--- src/rtl/pipeline_skid_reg.sv ---
// pipeline_skid_reg
//
// Elastic pipeline stage with a two-entry skid buffer. Data moves forward
// through a main register (the head entry, driving out_data). A skid register
// catches one extra beat, so upstream can keep pushing for a cycle after
// downstream stalls. in_ready comes from internal state, flush and reset
// only. It never depends on out_ready, so this stage breaks the backward
// combinational ready path.
//
// Parameters:
//   WIDTH        data width in bits
//   RESET_VALUE  value of both buffer entries (and out_data) after reset/flush
//
// Ports:
//   clk        clock, all state updates on the rising edge
//   reset      synchronous, active-high reset (priority over everything)
//   flush      synchronous drop of all buffered entries
//   in_valid   upstream data valid
//   in_ready   stage can accept upstream data this cycle
//   in_data    upstream data
//   out_valid  out_data holds a valid entry
//   out_ready  downstream accepts out_data this cycle
//   out_data   head entry (main register)
//   occupancy  number of valid entries, 0..2 (registered)

module pipeline_skid_reg #(
  parameter int               WIDTH       = 32,
  parameter logic [WIDTH-1:0] RESET_VALUE = '0
) (
  input  logic             clk,
  input  logic             reset,
  input  logic             flush,
  input  logic             in_valid,
  output logic             in_ready,
  input  logic [WIDTH-1:0] in_data,
  output logic             out_valid,
  input  logic             out_ready,
  output logic [WIDTH-1:0] out_data,
  output logic [1:0]       occupancy
);

  typedef enum logic [1:0] {
    ST_EMPTY = 2'd0,
    ST_BUSY  = 2'd1,
    ST_FULL  = 2'd2
  } state_t;

  state_t           state;
  logic [WIDTH-1:0] main_q;
  logic [WIDTH-1:0] skid_q;
  logic             in_fire;
  logic             out_fire;

  // in_ready goes low as soon as flush or reset is raised. Only the
  // registered state qualifies it otherwise, so out_ready never reaches it.
  assign in_ready = (state != ST_FULL) & ~flush & ~reset;
  assign in_fire  = in_valid & in_ready;
  assign out_fire = out_valid & out_ready;
  assign out_data = main_q;

  // NOTE: sequential state uses non-blocking (<=) assignments only, so every
  // register in this block samples the pre-edge values of its neighbours.
  always_ff @(posedge clk) begin
    if (reset) begin
      // NOTE: both data entries are reset, not just the valid state, so
      // out_data shows RESET_VALUE instead of X until the first load.
      state     <= ST_EMPTY;
      out_valid <= 1'b0;
      occupancy <= 2'd0;
      main_q    <= RESET_VALUE;
      skid_q    <= RESET_VALUE;
    end else if (flush) begin
      // If out_fire happens in the flush cycle, downstream has already taken
      // the head entry. Dropping everything here is therefore correct.
      state     <= ST_EMPTY;
      out_valid <= 1'b0;
      occupancy <= 2'd0;
      main_q    <= RESET_VALUE;
      skid_q    <= RESET_VALUE;
    end else begin
      unique case (state)
        ST_EMPTY: begin
          if (in_fire) begin
            main_q    <= in_data;
            state     <= ST_BUSY;
            out_valid <= 1'b1;
            occupancy <= 2'd1;
          end
        end

        ST_BUSY: begin
          if (in_fire && out_fire) begin
            // Head leaves while a new beat arrives. The new beat becomes the
            // head directly, and the skid register is not used.
            main_q <= in_data;
          end else if (in_fire) begin
            // Downstream stalled. Park the younger beat in the skid register.
            skid_q    <= in_data;
            state     <= ST_FULL;
            occupancy <= 2'd2;
          end else if (out_fire) begin
            state     <= ST_EMPTY;
            out_valid <= 1'b0;
            occupancy <= 2'd0;
          end
        end

        ST_FULL: begin
          // in_ready is low here, so only the output side can make progress.
          if (out_fire) begin
            main_q    <= skid_q;
            state     <= ST_BUSY;
            occupancy <= 2'd1;
          end
        end

        default: begin
          state     <= ST_EMPTY;
          out_valid <= 1'b0;
          occupancy <= 2'd0;
          main_q    <= RESET_VALUE;
          skid_q    <= RESET_VALUE;
        end
      endcase
    end
  end

endmodule

--- config.mk ---
export PLATFORM = sky130hd
export DESIGN_NAME = pipeline_skid_reg
export DESIGN_NICKNAME = d
export VERILOG_FILES = /design/src/rtl/pipeline_skid_reg.sv
export SDC_FILE = /design/constraint.sdc
export NUM_CORES = 1
export LEC_CHECK = 0
export BUFFER_PORTS_ARGS = -buffer_cell sky130_fd_sc_hd__clkbuf_2
export CAP_MARGIN = 10
export CORE_AREA = 2 2 89 91
export DETAILED_ROUTE_END_ITERATION = 10
export DIE_AREA = 0 0 91 93
export PLACE_DENSITY = 0.81
export SYNTH_ARGS = -nofsm -noshare
export SYNTH_HDL_FRONTEND = slang
export SYNTH_SLANG_ARGS = --single-unit
--- constraint.sdc ---
create_clock -name clk -period 1.2 [get_ports clk]
set_input_delay 0.12 -clock clk [delete_from_list [all_inputs] [get_ports clk]]
set_output_delay 0.12 -clock clk [all_outputs]
set_load 0.02 [all_outputs]
==> results of run 1 <==
-- power groups by stage --
stage	Sequential [uW]	Clock [uW]	Combinational (uW)
final	2270	1960	860
after floorplan	2350	0	351
after global routing	2270	2030	899
after CTS	2270	1930	760
after detailed placement	2320	0	595
after global placement	2320	0	582
-- final cells by class --
cell class	instances	share of cell area (%)
tap	102	2.44
timing repair buffer	125	20.3
clock inverter	2	0.669
sequential	67	25.8
multi-input combinational	333	47.8
clock buffer	13	3.03
-- worst register-to-register path: stages (launching register included) --
cell and delay (ns):
sky130_fd_sc_hd__dfxtp_4 0.38, sky130_fd_sc_hd__buf_12 0.14, sky130_fd_sc_hd__xnor2_4 0.15, sky130_fd_sc_hd__o22ai_4 0.14, sky130_fd_sc_hd__buf_6 0.16, sky130_fd_sc_hd__buf_12 0.17, sky130_fd_sc_hd__mux2i_1 0.20
-- placed cells by master (no fill, tap or decap), types with 4 or more instances in the layout --
master	netlist	layout
sky130_fd_sc_hd__clkbuf_2	1	70
sky130_fd_sc_hd__dfxtp_1	67	64
sky130_fd_sc_hd__nor2b_1	63	56
sky130_fd_sc_hd__and3b_1	32	32
sky130_fd_sc_hd__nand2_1	33	32
sky130_fd_sc_hd__mux2i_1	33	32
sky130_fd_sc_hd__nand2b_1	30	30
sky130_fd_sc_hd__a31oi_1	29	27
sky130_fd_sc_hd__nand3_2	0	25
sky130_fd_sc_hd__o21ai_1	3	22
sky130_fd_sc_hd__o21ai_0	58	21
sky130_fd_sc_hd__buf_4	3	21
sky130_fd_sc_hd__o21ai_2	0	17
sky130_fd_sc_hd__clkbuf_8	0	12
sky130_fd_sc_hd__buf_6	1	10
sky130_fd_sc_hd__buf_12	0	10
sky130_fd_sc_hd__buf_8	0	9
sky130_fd_sc_hd__nor2b_2	0	4
-- cell families (layout without fill, tap and decap cells) --
| family | after synthesis | count (layout) | share of synthesized area (%) |
|---|---|---|---|
| simple gates | 197 | 197 | 33.2 |
| compound gates | 102 | 102 | 15.9 |
| flops | 67 | 67 | 36.5 |
| buf+inv | 44 | 140 | 5.18 |
| mux | 33 | 33 | 9.00 |
| xor+xnor | 1 | 1 | 0.239 |
-- what timing repair did --
item | in CTS | in global routing
endpoints found under the setup margin | 63 | 70
hold endpoints to repair | 1 | 0
hold buffers | 1 | 0
gates cloned | 4 | 2
buffers inserted | 13 | 6
pin swaps | 34 | 14
resized for setup | 82 | 64
-- path summary, 6_finish.rpt --
| kind | end | slack [ns] | cells past startpoint |
|---|---|---|---|
| worst min-delay path | skid_q[30]$_SDFFE_PP0P_ | 0.006 | 2 |
| worst max-delay path | out_data[20]$_SDFFE_PP0P_ | -0.20 | 6 |
| worst max register to register | out_data[20]$_SDFFE_PP0P_ | -0.20 | 6 |
| worst min register to register | out_data[0]$_SDFFE_PP0P_ | 0.46 | 2 |
-- layer usage --
layer	GRT usage (%)	part of all wire, %
met5	0	0
met4	12.8	4.8
met3	4.59	5.2
met2	43.9	51
met1	29.8	39
-- registers in the layout, indices dropped and copies added (netlist names) --
signal     flops
skid_q        32
out_valid      1
out_data      32
state          2
-- through the flow --
stage                     total power, uW  worst slack [ns]  utilization [%]
after floorplan                      2700           -0.0579                -
after global placement               2900            -0.141             57.2
after detailed placement             2920            -0.196             57.2
after CTS                            4970            -0.200             66.4
after global routing                 5200            -0.256             69.6
final                                5090            -0.204             69.6
==> summary.md, run 1 <==
| Metric | Value |
|---|---|
| Antenna viol nets, final | 0 |
| Deepest level of the CTS H-tree | 3 |
| Antenna Diode Count | 0 |
| Power per cell area | 972 mW/mm^2 |
| Slew at the pin closest to its max-slew limit | 0.536 ns |
| Number of enable-type register cells in the synthesized netlist | 0 |
| Violated checks | negative setup slack |
| Drt first-iter violations | 328 |
| Share of synthesized flip-flops with an asynchronous set or reset | 0% |
| Number of clock buffers inserted by TritonCTS | 9 |
| Unrepaired setup endpoints after global routing | yes |
| Internal cell power | 3720 uW |
| Storage cell area | 0.00135 sq mm |
| Dominant cell type by count on the critical path | sky130_fd_sc_hd__buf_12 |
| Proportion of power drawn by flip-flops and latches | 44.6% |
| Switching Fraction | 27.0% |
| Number of distinct library cells after synthesis | 32 |
| Combinational fraction of design power | 16.9% |
| Final routed wirelength across all metal layers | 11,900 microns |
| Fill cell instance count of the final layout | 523 |
| Maximum number of pins on one net before global-route repair | 65 |
| Top cell types by occurrence after synthesis | 67 x sky130_fd_sc_hd__dfxtp_1, 63 x sky130_fd_sc_hd__nor2b_1, 58 x sky130_fd_sc_hd__o21ai_0 |
| Sequence of cells on the critical path | buf_12, xnor2_4, o22ai_4, buf_6, buf_12, mux2i_1 |
| Data arrival at the endpoint of the critical path | 1.69 ns |
| Layout cells sized above 1 | 38.7% |
| Yosys top cell area share | 36.5% |
| Critical Path Max Stage Delay | 0.38 ns |
| Final Max Tran Viols | 0 |
| X dimension of the die | 91 microns |
| Proportion of power drawn by the clock network | 38.5% |
| Worst Setup Start Kind | flip-flop |
| Worst Hold Launch | in_data[30] |
| Worst min path class | in -> reg |
| Vias in the first global route | 3,516 |
| Post-DP HPWL | 6010 microns |
| Syn Area/Cell | 8.27 sq um |
| Antenna violations before repair | 0 |
| Sequential area share after synthesis | 36.5% |
| Number of nets in the layout | 573 |
| Setup clock skew after layout | 0.00485 ns |
| CTS max path bufs | 2 |
| Outcome | finished with violations |
| Finished Cell Area | 0.00524 sq mm |
| Psw | 1380 uW |
| Vias per std cell | 5.89 |
| Final period util | 117% |
| Core footprint | 0.00753 sq mm |
| Top delay family on crit path | buffers and inverters |
| Largest fanout of any net on the critical path | 11 |
| Total count of hold-check failures in the final report | 0 |
| IR Drop Worst-Case VDD | 0.513 mV |
| Post-synthesis instance area | 0.00367 sq mm |
| DP Cell Count | 604 |
| Worst relative slew slack | 64.3% |
| Number of register bits inferred by synthesis | 67 |
| Most common flop cell mapped by yosys | sky130_fd_sc_hd__dfxtp_1 |
| Cell at the root of the clock tree | sky130_fd_sc_hd__clkbuf_8 |
| Gate Count Post-Synth | 444 |
| Critical path required time | 1.48 ns |
| Skew-Pair Late Insertion Delay | 0.36 ns |
| Achievable clock frequency | 712 MHz |
| Pleak | 0.00224 uW |
| Multi-input gate area in the final layout | 0.00250 sq mm |
| All-Layer GR Usage | 25.2% |
| Minimum hold slack | 0.00632 ns |
| Vert. Die Dim | 93 microns |
| TNS Setup | -8.30 ns |
| Full die area | 0.00846 sq mm |
| Number of standard cells in the layout, taps in and fillers out | 642 |
| Post-place instance area | 0.00431 sq mm |
| Number of failing setup endpoints in the final timing report | 68 |
| Via count | 3,780 |
| Crit path kind | reg -> reg |
| Number of warning messages in the yosys log | 0 |
| Cell at the slowest stage of the critical path | sky130_fd_sc_hd__dfxtp_4 |
| Start of the worst register-to-register path | state[0]$_SDFFE_PP0P_ |
| Number of nets produced by synthesis | 481 |
| Clock sink count | 67 |
| Top-level I/O count | 73 |
| # Max-Cap Violations | 0 |
| Biggest area contributors in the synthesized netlist | sky130_fd_sc_hd__dfxtp_1 37%, sky130_fd_sc_hd__nor2b_1 11%, sky130_fd_sc_hd__mux2i_1 9.0% |
| Initial core utilization | 48.8% |
| IO Port Bufs | 72 |
| Drt wl/cell | 18.5 microns |
| Global-route wire length before repair | 17,000 microns |
| CP Buf/Inv Count | 3 |
| Shortest clock period the worst path allows after layout | 1.40 ns |
| Final weighted congestion in routability-driven placement | 0.763 |
| Layout overhead on the synthesized area | 42.7% |
| Most frequent cell after synthesis | sky130_fd_sc_hd__dfxtp_1 |
| Cell type with the largest total area after synthesis | sky130_fd_sc_hd__dfxtp_1 |
| Crit. Startpoint | state[0]$_SDFFE_PP0P_ |
| Final WS setup | -0.204 ns |
| Number of remaining DRC errors | 0 |
| Kind of end point of the critical path | flip-flop |
| Cell Rows | 32 |
| Total overflow reported by the global router | 0 |
| Number of detailed-route iterations in the first pass | 4 |
| Clock slew at reported path FFs | 0.08 ns |
| CTS tree | built |
Power figures use the tool's default switching activity.
==> run 2: changes to the inputs <==
- CORE_AREA: 2 2 89 91 -> 2 2 85 87
- DIE_AREA: 0 0 91 93 -> 0 0 87 89
- PLACE_DENSITY: 0.81 -> 0.84
- clock period: 1.2 -> 1.6 ns (I/O delays scaled with it)
==> summary.md, run 2 (synthesized netlist as in run 1, its figures left out) <==
| Metric | Value |
|---|---|
| Uppermost signal routing layer after detailed routing | met4 |
| Global-route wire length before repair | 14,400 microns |
| Clock slew at reported path FFs | 0.07 ns |
| Kind of end point of the critical path | output pin |
| Via count | 3,435 |
| Total overflow reported by the global router | 0 |
| Skew-Pair Late Insertion Delay | 0.35 ns |
| Shortest clock period the worst path allows after layout | 1.52 ns |
| Cell Rows | 30 |
| CTS tree | built |
| Clock sink count | 67 |
| Largest fanout of any net on the critical path | 47 |
| Hold buffers post-CTS | 0 |
| Commonest cells after routing, fill and taps aside | 72 x sky130_fd_sc_hd__clkbuf_2, 65 x sky130_fd_sc_hd__dfxtp_1, 63 x sky130_fd_sc_hd__nor2b_1, 58 x sky130_fd_sc_hd__o21ai_0 |
| Critical Path Max Stage Delay | 0.40 ns |
| Fill cell instance count of the final layout | 564 |
| Pleak | 0.00195 uW |
| Antenna violations before repair | 0 |
| Vias in the first global route | 3,144 |
| CTS max path bufs | 2 |
| Number of remaining DRC errors | 0 |
| IR Drop Worst-Case VDD | 0.520 mV |
| Layout overhead on the synthesized area | 19.6% |
| Switching Fraction | 23.8% |
| All-Layer GR Usage | 23.3% |
| Drt first-iter violations | 125 |
| Slew at the pin closest to its max-slew limit | 0.479 ns |
| Final weighted congestion in routability-driven placement | 0.798 |
| Deepest level of the CTS H-tree | 3 |
| Antenna viol nets, final | 0 |
| Psw | 919 uW |
| Post-place instance area | 0.00412 sq mm |
| Cell at the root of the clock tree | sky130_fd_sc_hd__clkbuf_8 |
| Number of clock buffers inserted by TritonCTS | 9 |
| Achievable clock frequency | 659 MHz |
| Number of failing setup endpoints in the final timing report | 0 |
| Met3 layer wire length in the routed design | 464 microns |
| Final period util | 94.8% |
| Finished Cell Area | 0.00439 sq mm |
| Post-DP HPWL | 5730 microns |
| Worst Setup Start Kind | flip-flop |
| Vias per std cell | 5.85 |
| Internal cell power | 2940 uW |
| Number of standard cells in the layout, taps in and fillers out | 587 |
| Core footprint | 0.00672 sq mm |
| Final routed wirelength across all metal layers | 8810 microns |
| Setup clock skew after layout | 0.00694 ns |
| Outcome | complete, no violations |
| Proportion of power drawn by flip-flops and latches | 44.1% |
| X dimension of the die | 87 microns |
| Drt wl/cell | 15.0 microns |
| Worst relative slew slack | 68.0% |
| Minimum hold slack | 0.0405 ns |
| Top-level I/O count | 73 |
| Metal2 WL | 4310 microns |
| Cell at the slowest stage of the critical path | sky130_fd_sc_hd__dfxtp_2 |
| Sequence of cells on the critical path | buf_12, nor2b_1, nor2_1, clkbuf_2 |
| # Max-Cap Violations | 0 |
| Antenna Diode Count | 0 |
| Most frequent standard cell in the layout excluding fill and tap cells | sky130_fd_sc_hd__clkbuf_2 |
| Met1 routed wirelength after detailed routing | 3850 microns |
| Total count of hold-check failures in the final report | 0 |
| Maximum number of pins on one net before global-route repair | 48 |
| Number of nets in the layout | 539 |
| DP Cell Count | 569 |
| Crit path kind | reg -> out |
| Layout cells sized above 1 | 22.9% |
| Final Max Tran Viols | 0 |
| Initial core utilization | 54.6% |
| Full die area | 0.00774 sq mm |
| Vert. Die Dim | 89 microns |
| TNS Setup | 0 ns |
| Power per cell area | 878 mW/mm^2 |
| Combinational fraction of design power | 10.7% |
| Worst min path class | in -> reg |
| Unrepaired setup endpoints after global routing | no |
| Total power draw | 3860 uW |
| Proportion of power drawn by the clock network | 45.1% |
| Data arrival at the endpoint of the critical path | 1.36 ns |
| Number of detailed-route iterations in the first pass | 5 |
| IO Port Bufs | 72 |
| Critical path required time | 1.44 ns |
## run 2: worst max-delay path, delay by kind of cell (launching register included)
| kind | cells | cell delay [ns] |
|---|---|---|
| AND/OR/NAND/NOR | 2 | 0.21 |
| buffers and inverters | 2 | 0.39 |
| flip-flops | 1 | 0.40 |
## run 2: area by class of cell
| cell class | instances | area [sq um] | area share [%] |
|---|---|---|---|
| Tap cell | 80 | 100 | 2.28 |
| Clock buffer | 11 | 141 | 3.22 |
| Sequential cell | 67 | 1350 | 30.7 |
| Multi-Input combinational cell | 333 | 2160 | 49.3 |
| Timing Repair Buffer | 91 | 538 | 12.3 |
| Clock inverter | 5 | 100 | 2.28 |
## run 2: stage by stage
step / util (%) / setup WS, ns
after global routing: 65.3 / 0.0111
after global placement: 61.4 / 0.130
after detailed placement: 61.4 / 0.0492
after CTS: 65.3 / 0.0316
after floorplan: - / 0.153
final: 65.3 / 0.0829
## run 2: worst paths after layout
kind,start,to,slack [ns],depth (start not counted)
max,state[0]$_SDFFE_PP0P_,in_ready,0.08,4
min,in_data[29],skid_q[29]$_SDFFE_PP0P_,0.04,2
max reg2reg,state[1]$_SDFFE_PP0P_,out_data[20]$_SDFFE_PP0P_,0.11,5
min reg2reg,out_data[30]$_SDFFE_PP0P_,out_data[30]$_SDFFE_PP0P_,0.46,2
## run 2: metal layers
metal / vias to the layer above / global-route usage (%)
met5: - / 0
met2: 126 / 39.3
li1: 1668 / -
met3: 18 / 6.37
met4: 0 / 9.94
met1: 1623 / 28.0
## run 2: what timing repair did
action | CTS | global route
buffers inserted | 2 | 0
endpoints found under the setup margin | 1 | 29
hold endpoints to repair | 0 | 0
gates cloned | 0 | 0
resized for setup | 2 | 2
pin swaps | 0 | 0
## run 2: power by group through the flow
stage / sequential [uW] / combinational (uW) / clock [uW]
global route: 1700 / 446 / 1830
CTS: 1700 / 412 / 1750
global placement: 1740 / 399 / 0
floorplan: 1760 / 247 / 0
finish: 1700 / 414 / 1740
detailed placement: 1740 / 404 / 0
